File: src/rtl/regfile_exec_pkg.sv
// Shared opcode encoding, default widths and opcode-class helpers for regfile_exec_unit.
package regfile_exec_pkg;

  localparam int DW_DEF = 5;
  localparam int AW_DEF = 2;

  typedef enum logic [2:0] {
    OP_LDSEQ = 3'b000,
    OP_LD0   = 3'b001,
    OP_MOV   = 3'b010,
    OP_LDK   = 3'b011,
    OP_ADD   = 3'b100,
    OP_SUB   = 3'b101,
    OP_AND   = 3'b110,
    OP_XOR   = 3'b111
  } op_t;

  // ALU ops occupy the upper half of the opcode space
  function automatic logic is_alu(input op_t op);
    return op[2];
  endfunction

  function automatic logic is_load(input op_t op);
    return (op == OP_LDSEQ) || (op == OP_LD0) || (op == OP_LDK);
  endfunction

  function automatic logic writes_wa(input op_t op);
    return (op == OP_LDSEQ) || (op == OP_LDK);
  endfunction

endpackage

File: src/rtl/regfile_exec_unit_alu.sv
// Combinational execute datapath; REGFILE_EXEC_SAT_EN selects saturating ADD/SUB.
// Non-ALU ops pass operand b through, so loads and moves share the writeback path.
module exec_alu
  import regfile_exec_pkg::*;
#(
  parameter int DW = DW_DEF
) (
  input  logic [DW-1:0] a_i,
  input  logic [DW-1:0] b_i,
  input  op_t           op_i,
  output logic [DW-1:0] result_o,
  output logic          carry_o
);

  logic [DW:0] sum;
  logic [DW:0] diff;

  assign sum  = {1'b0, a_i} + {1'b0, b_i};
  // diff[DW] is the borrow: set exactly when a_i < b_i unsigned
  assign diff = {1'b0, a_i} - {1'b0, b_i};

  always_comb begin
    result_o = b_i;
    carry_o  = 1'b0;
    case (op_i)
      OP_ADD: begin
        carry_o = sum[DW];
`ifdef REGFILE_EXEC_SAT_EN
        result_o = sum[DW] ? {DW{1'b1}} : sum[DW-1:0];
`else
        result_o = sum[DW-1:0];
`endif
      end
      OP_SUB: begin
        carry_o = diff[DW];
`ifdef REGFILE_EXEC_SAT_EN
        result_o = diff[DW] ? {DW{1'b0}} : diff[DW-1:0];
`else
        result_o = diff[DW-1:0];
`endif
      end
      OP_AND:  result_o = a_i & b_i;
      OP_XOR:  result_o = a_i ^ b_i;
      default: result_o = b_i;
    endcase
  end

endmodule

File: src/rtl/regfile_exec_unit.sv
// Two-stage execute unit: S1 captures the command and forwarded operands, S2 executes and writes back.
// Optional saturating arithmetic is enabled with the REGFILE_EXEC_SAT_EN macro (see exec_alu).
module regfile_exec_unit
  import regfile_exec_pkg::*;
#(
  parameter int DW = DW_DEF,
  parameter int AW = AW_DEF
) (
  input  logic          clk,
  input  logic          rst_n,
  input  logic          in_valid,
  input  logic [2:0]    op,
  input  logic [DW-1:0] data_in,
  input  logic [AW-1:0] wa,
  input  logic [AW-1:0] ra,
  output logic [DW-1:0] result,
  output logic          result_valid,
  output logic          carry,
  output logic          zero,
  output logic [DW-1:0] rd_data
);

  localparam int NREG = 2 ** AW;

  logic [DW-1:0] regs_q [NREG];

  logic          s1_valid_q;
  op_t           s1_op_q;
  logic [AW-1:0] s1_dst_q;
  logic [DW-1:0] s1_a_q;
  logic [DW-1:0] s1_b_q;

  logic [DW-1:0] result_q;
  logic          result_valid_q;
  logic          carry_q;
  logic          zero_q;

  op_t           op_in;
  logic [AW-1:0] s1_dst_d;
  logic [DW-1:0] s1_b_d;
  logic [DW-1:0] rd_fwd;
  logic [DW-1:0] r0_fwd;
  logic [DW-1:0] alu_res;
  logic          alu_carry;

  assign op_in = op_t'(op);

  exec_alu #(.DW(DW)) u_alu (
    .a_i      (s1_a_q),
    .b_i      (s1_b_q),
    .op_i     (s1_op_q),
    .result_o (alu_res),
    .carry_o  (alu_carry)
  );

  // The S2 writeback lands on the same edge that S1 samples, so bypass it here
  always_comb begin
    rd_fwd = regs_q[ra];
    r0_fwd = regs_q[0];
    if (s1_valid_q && (s1_dst_q == ra)) rd_fwd = alu_res;
    if (s1_valid_q && (s1_dst_q == '0)) r0_fwd = alu_res;
  end

  assign s1_dst_d = writes_wa(op_in) ? wa : '0;
  assign s1_b_d   = is_load(op_in) ? data_in : rd_fwd;

  always_ff @(posedge clk or negedge rst_n) begin
    if (!rst_n) begin
      s1_valid_q <= 1'b0;
      s1_op_q    <= OP_LDSEQ;
      s1_dst_q   <= '0;
      s1_a_q     <= '0;
      s1_b_q     <= '0;
    end else begin
      s1_valid_q <= in_valid;
      if (in_valid) begin
        s1_op_q  <= op_in;
        s1_dst_q <= s1_dst_d;
        s1_a_q   <= r0_fwd;
        s1_b_q   <= s1_b_d;
      end
    end
  end

  always_ff @(posedge clk or negedge rst_n) begin
    if (!rst_n) begin
      for (int i = 0; i < NREG; i++) regs_q[i] <= '0;
    end else if (s1_valid_q) begin
      regs_q[s1_dst_q] <= alu_res;
    end
  end

  // Loads and moves leave carry alone; every retired op refreshes zero
  always_ff @(posedge clk or negedge rst_n) begin
    if (!rst_n) begin
      result_q       <= '0;
      result_valid_q <= 1'b0;
      carry_q        <= 1'b0;
      zero_q         <= 1'b0;
    end else begin
      result_valid_q <= s1_valid_q;
      if (s1_valid_q) begin
        result_q <= alu_res;
        zero_q   <= (alu_res == '0);
        if (is_alu(s1_op_q)) carry_q <= alu_carry;
      end
    end
  end

  assign result       = result_q;
  assign result_valid = result_valid_q;
  assign carry        = carry_q;
  assign zero         = zero_q;
  assign rd_data      = rd_fwd;

endmodule

File: config.mk
export PLATFORM = sky130hd
export DESIGN_NAME = regfile_exec_unit
export DESIGN_NICKNAME = d
export VERILOG_FILES = /design/src/rtl/regfile_exec_pkg.sv /design/src/rtl/regfile_exec_unit_alu.sv /design/src/rtl/regfile_exec_unit.sv
export SDC_FILE = /design/constraint.sdc
export NUM_CORES = 1
export LEC_CHECK = 0
export CORE_MARGIN = 2
export CORE_UTILIZATION = 55
export CTS_CLUSTER_SIZE = 8
export DETAILED_ROUTE_END_ITERATION = 6
export GPL_TIMING_DRIVEN = 0
export HOLD_SLACK_MARGIN = 0.15
export PLACE_DENSITY_LB_ADDON = 0.2
export REMOVE_ABC_BUFFERS = 1
export SETUP_SLACK_MARGIN = 0.2
export SLEW_MARGIN = 20
export SYNTH_ARGS = -nofsm -noshare
export SYNTH_HDL_FRONTEND = slang
export SYNTH_SLANG_ARGS = --single-unit
File: constraint.sdc
create_clock -name clk -period 3.3 [get_ports clk]
set_input_delay 0.33 -clock clk [delete_from_list [all_inputs] [get_ports clk]]
set_output_delay 0.33 -clock clk [all_outputs]
set_load 0.1 [all_outputs]
==> summary.md <==
| Metric | Value |
|---|---|
| Status | `finished, final reports clean` |
| Post-synthesis register bit count | `44` |
| Io pins | `28` |
| Tmin final | `3.140 ns` |
| CTS H-tree depth | `2` |
| Final WL | `5066 um` |
| Dpl cells | `322` |
| Req. time, crit path | `2.97 ns` |
| Final Cycle Share | `95.14%` |
| Critical path arrival | `2.81 ns` |
| Dpl hpwl | `3814 um` |
| PortBufs | `27` |
| Peak supply drop | `491.8 uV` |
| First-pass GRT wire length | `8914 um` |
| Initial antenna violation count | `0` |
| Die area | `5158 um^2` |
| CTS tree | `built` |
| Mean area per synthesized cell | `10.04 um^2` |
| EDFF count, synth | `0` |
| Slew Viols, Final | `0` |
| CTS sink cnt | `44` |
| Clock Latency Late Sink | `0.30 ns` |
| Routed len/inst | `15.31 um` |
| DRC violations left | `0` |
| CTS max path bufs | `2` |
| Post-route ant nets | `0` |
| Register area | `1102 um^2` |
| CTS Root Cell | `clkbuf_8` |
| Initial Util | `57.71%` |
| Die W | `71.82 um` |
| Reg2reg end | `s1_b_q[1]$_DFFE_PN0P_` |
| Clock share of power | `16.7%` |
| Area delta synth->final | `16.62%` |
| Max Cap Viol | `0` |
| Rows | `24` |
| Synth area leaders | `dfrtp_1 (44%), o21ai_0 (6.7%), ha_1 (5.4%)` |
| Total grt overflow | `0` |
| Slew @ Worst Pin | `0.9658 ns` |
| Ys Warns | `0` |
| Post-Route Utilization | `67.29%` |
| Pre-Repair DR Iteration Count | `4` |
| Finished Layout Cells | `331` |
| Vias in the first global route | `1,896` |
| Worst Hold Slack | `0.4669 ns` |
| Nets | `306` |
| Synthesized instance count | `252` |
| Fraction of layout instances using a drive strength above 1 | `15.05%` |
| RSZ-0062 raised after global routing | `true` |
| Reg power frac | `33.0%` |
| P_leak | `1.305 nW` |
| R2R setup slack | `0.72 ns` |
| TritonCTS Buffers | `5` |
| Int Pwr | `0.001375 W` |
| Most frequent cells in the layout | `dfrtp_1 (43), nand2_1 (33), o21ai_0 (33)` |
| CP Class | `flop to primary output` |
| Sw Pwr | `0.001149 W` |
| Hold crit path type | `primary input to async pin` |
| Initial DRC Count | `71` |
| Via/cell ratio | `5.631` |
| GRT Total Usage | `22.40%` |
| Top cell type's share of synthesized area | `43.52%` |
| Final Skew | `0.004574 ns` |
| Number of diodes | `0` |
| Filler instances | `367` |
| Post-synth cell types | `48` |
| Depth of the most critical reg-to-reg path | `8` |
| Die H | `71.82 um` |
| CORE AREA | `4384 um^2` |
| Crit-path max FO | `7` |
| Worst-path clk slew | `0.09 ns` |
| Commonest non-fill, non-tap cell in the layout | `dfrtp_1` |
| Synth area leader | `dfrtp_1` |
| Mapped Area | `2530 um^2` |
| Power per standard cell area | `855.8 nW/um^2` |
| Post-synthesis sequential area ratio | `43.52%` |
| Final setup fails | `0` |
| Max frequency | `318.5 MHz` |
| CP endpoint kind | `primary output` |
| DR vias | `1,864` |
| Worst setup SP type | `flop` |
| Global placer's final weighted congestion | `0.7927` |
| Sw Share | `45.52%` |
| Top FF cell, synth | `dfrtp_1` |
| Slew HR | `35.41%` |
| Endpoints failing hold | `0` |
| Start of the worst register-to-register path | `s1_b_q[0]$_DFFE_PN0P_` |
| Largest net degree at the start of global routing | `31` |
| Logic pwr share | `50.2%` |
| Area of the multi-input gates | `1313 um^2` |
| Share of flip-flops with an asynchronous set or reset | `100.0%` |
==> power groups by stage <==
stage          combinational, W  clock (W)  sequential, W
2_1_floorplan          0.000774          0        0.00102
3_3_place_gp            0.00123          0       0.000838
3_5_place_dp            0.00126          0       0.000844
4_1_cts                 0.00126   0.000431       0.000834
5_1_grt                 0.00138   0.000456       0.000859
6_report                0.00127   0.000423       0.000834
==> flip-flops by register name, indices dropped and copies added (netlist names) <==
name and flops:
zero 1, s1_b_q 5, s1_a_q 5, s1_op_q 3, s1_dst_q 2, carry 1, result_valid 1, result 5
s1_valid_q 1, regs_q 20
==> layout make-up <==
type / instances / share of cell area (%)
Inverter: 16 / 2.036
Sequential cell: 44 / 37.36
Clock buffer: 5 / 2.332
Timing Repair Buffer: 29 / 10.01
Multi-Input combinational cell: 182 / 44.49
Tap cell: 52 / 2.205
Clock inverter: 3 / 1.569
==> Yosys cell counts (2+ instances only) <==
library cell	count
dfrtp_1	44
o21ai_0	34
nand2_1	33
nor2_1	19
inv_1	16
ha_1	11
a21oi_1	8
mux2_2	8
nand3_1	8
clkbuf_1	5
mux4_2	5
o21ai_2	4
and3_1	3
mux2i_1	3
nand2b_1	3
nand3b_1	3
nor2b_1	3
o22ai_1	3
a21o_1	2
a31oi_1	2
a41oi_1	2
buf_2	2
buf_6	2
fa_1	2
mux2_4	2
o21bai_1	2
xnor2_1	2
==> per-layer routing <==
layer	part of all wire, %	global-route usage (%)	vias up	wire (um)
met1	46	30.74	896	2325
met5	0	0	-	0
met3	2.3	3.938	9	118
met2	50	36.01	20	2536
met4	1.7	8.176	0	85
li1	-	-	939	-
==> logic make-up after synthesis <==
family	after synthesis	synth area share [%]
muxes	20	11.97
xor gates and xnor gates	3	1.039
AOI/OAI and AO/OA	66	17.01
adders and majority gates	13	7.023
DFF	44	43.52
buffers and inverters	26	4.599
and+or+nand+nor	80	14.84
==> critical path, cell delays in order (launching register included) <==
cell,delay [ns]
dfrtp_2,0.46
ha_1,0.21
inv_1,0.09
fa_1,0.42
mux4_1,0.49
mux2_2,0.35
o21ai_2,0.22
buf_6,0.26
==> worst max-delay path by stage <==
| stage | from | endpoint | slack (ns) |
|---|---|---|---|
| 6_report | s1_b_q[0]$_DFFE_PN0P_ | rd_data[1] | 0.16 |
| 2_1_floorplan | s1_b_q[2]$_DFFE_PN0P_ | rd_data[3] | -0.66 |
| 3_5_place_dp | s1_b_q[0]$_DFFE_PN0P_ | rd_data[1] | -0.40 |
| 5_1_grt | s1_b_q[0]$_DFFE_PN0P_ | rd_data[1] | 0.07 |
| 4_1_cts | s1_b_q[0]$_DFFE_PN0P_ | rd_data[1] | 0.08 |
| 3_3_place_gp | s1_b_q[0]$_DFFE_PN0P_ | rd_data[1] | -0.34 |
==> repair_timing <==
item / CTS / global route
hold buffers: 1 / 0
setup endpoints to repair: 5 / 5
pin swaps: 0 / 1
setup buffers: 0 / 0
gates resized for setup: 26 / 9
gates cloned: 0 / 0
hold endpoints to repair: 14 / 0
==> stage by stage <==
step	setup TNS (ns)	power [W]	instance area (um^2)	setup slack, ns
after CTS	0	0.002524	2939	0.07995
after detailed placement	-1.043	0.002106	2824	-0.3984
after global placement	-0.8789	0.002068	2809	-0.3395
final	0	0.002525	2950	0.1604
after global routing	0	0.002700	2950	0.06581
after floorplan	-0.6579	0.001796	2474	-0.6579
No activity file was read; power rests on OpenSTA's default activity.
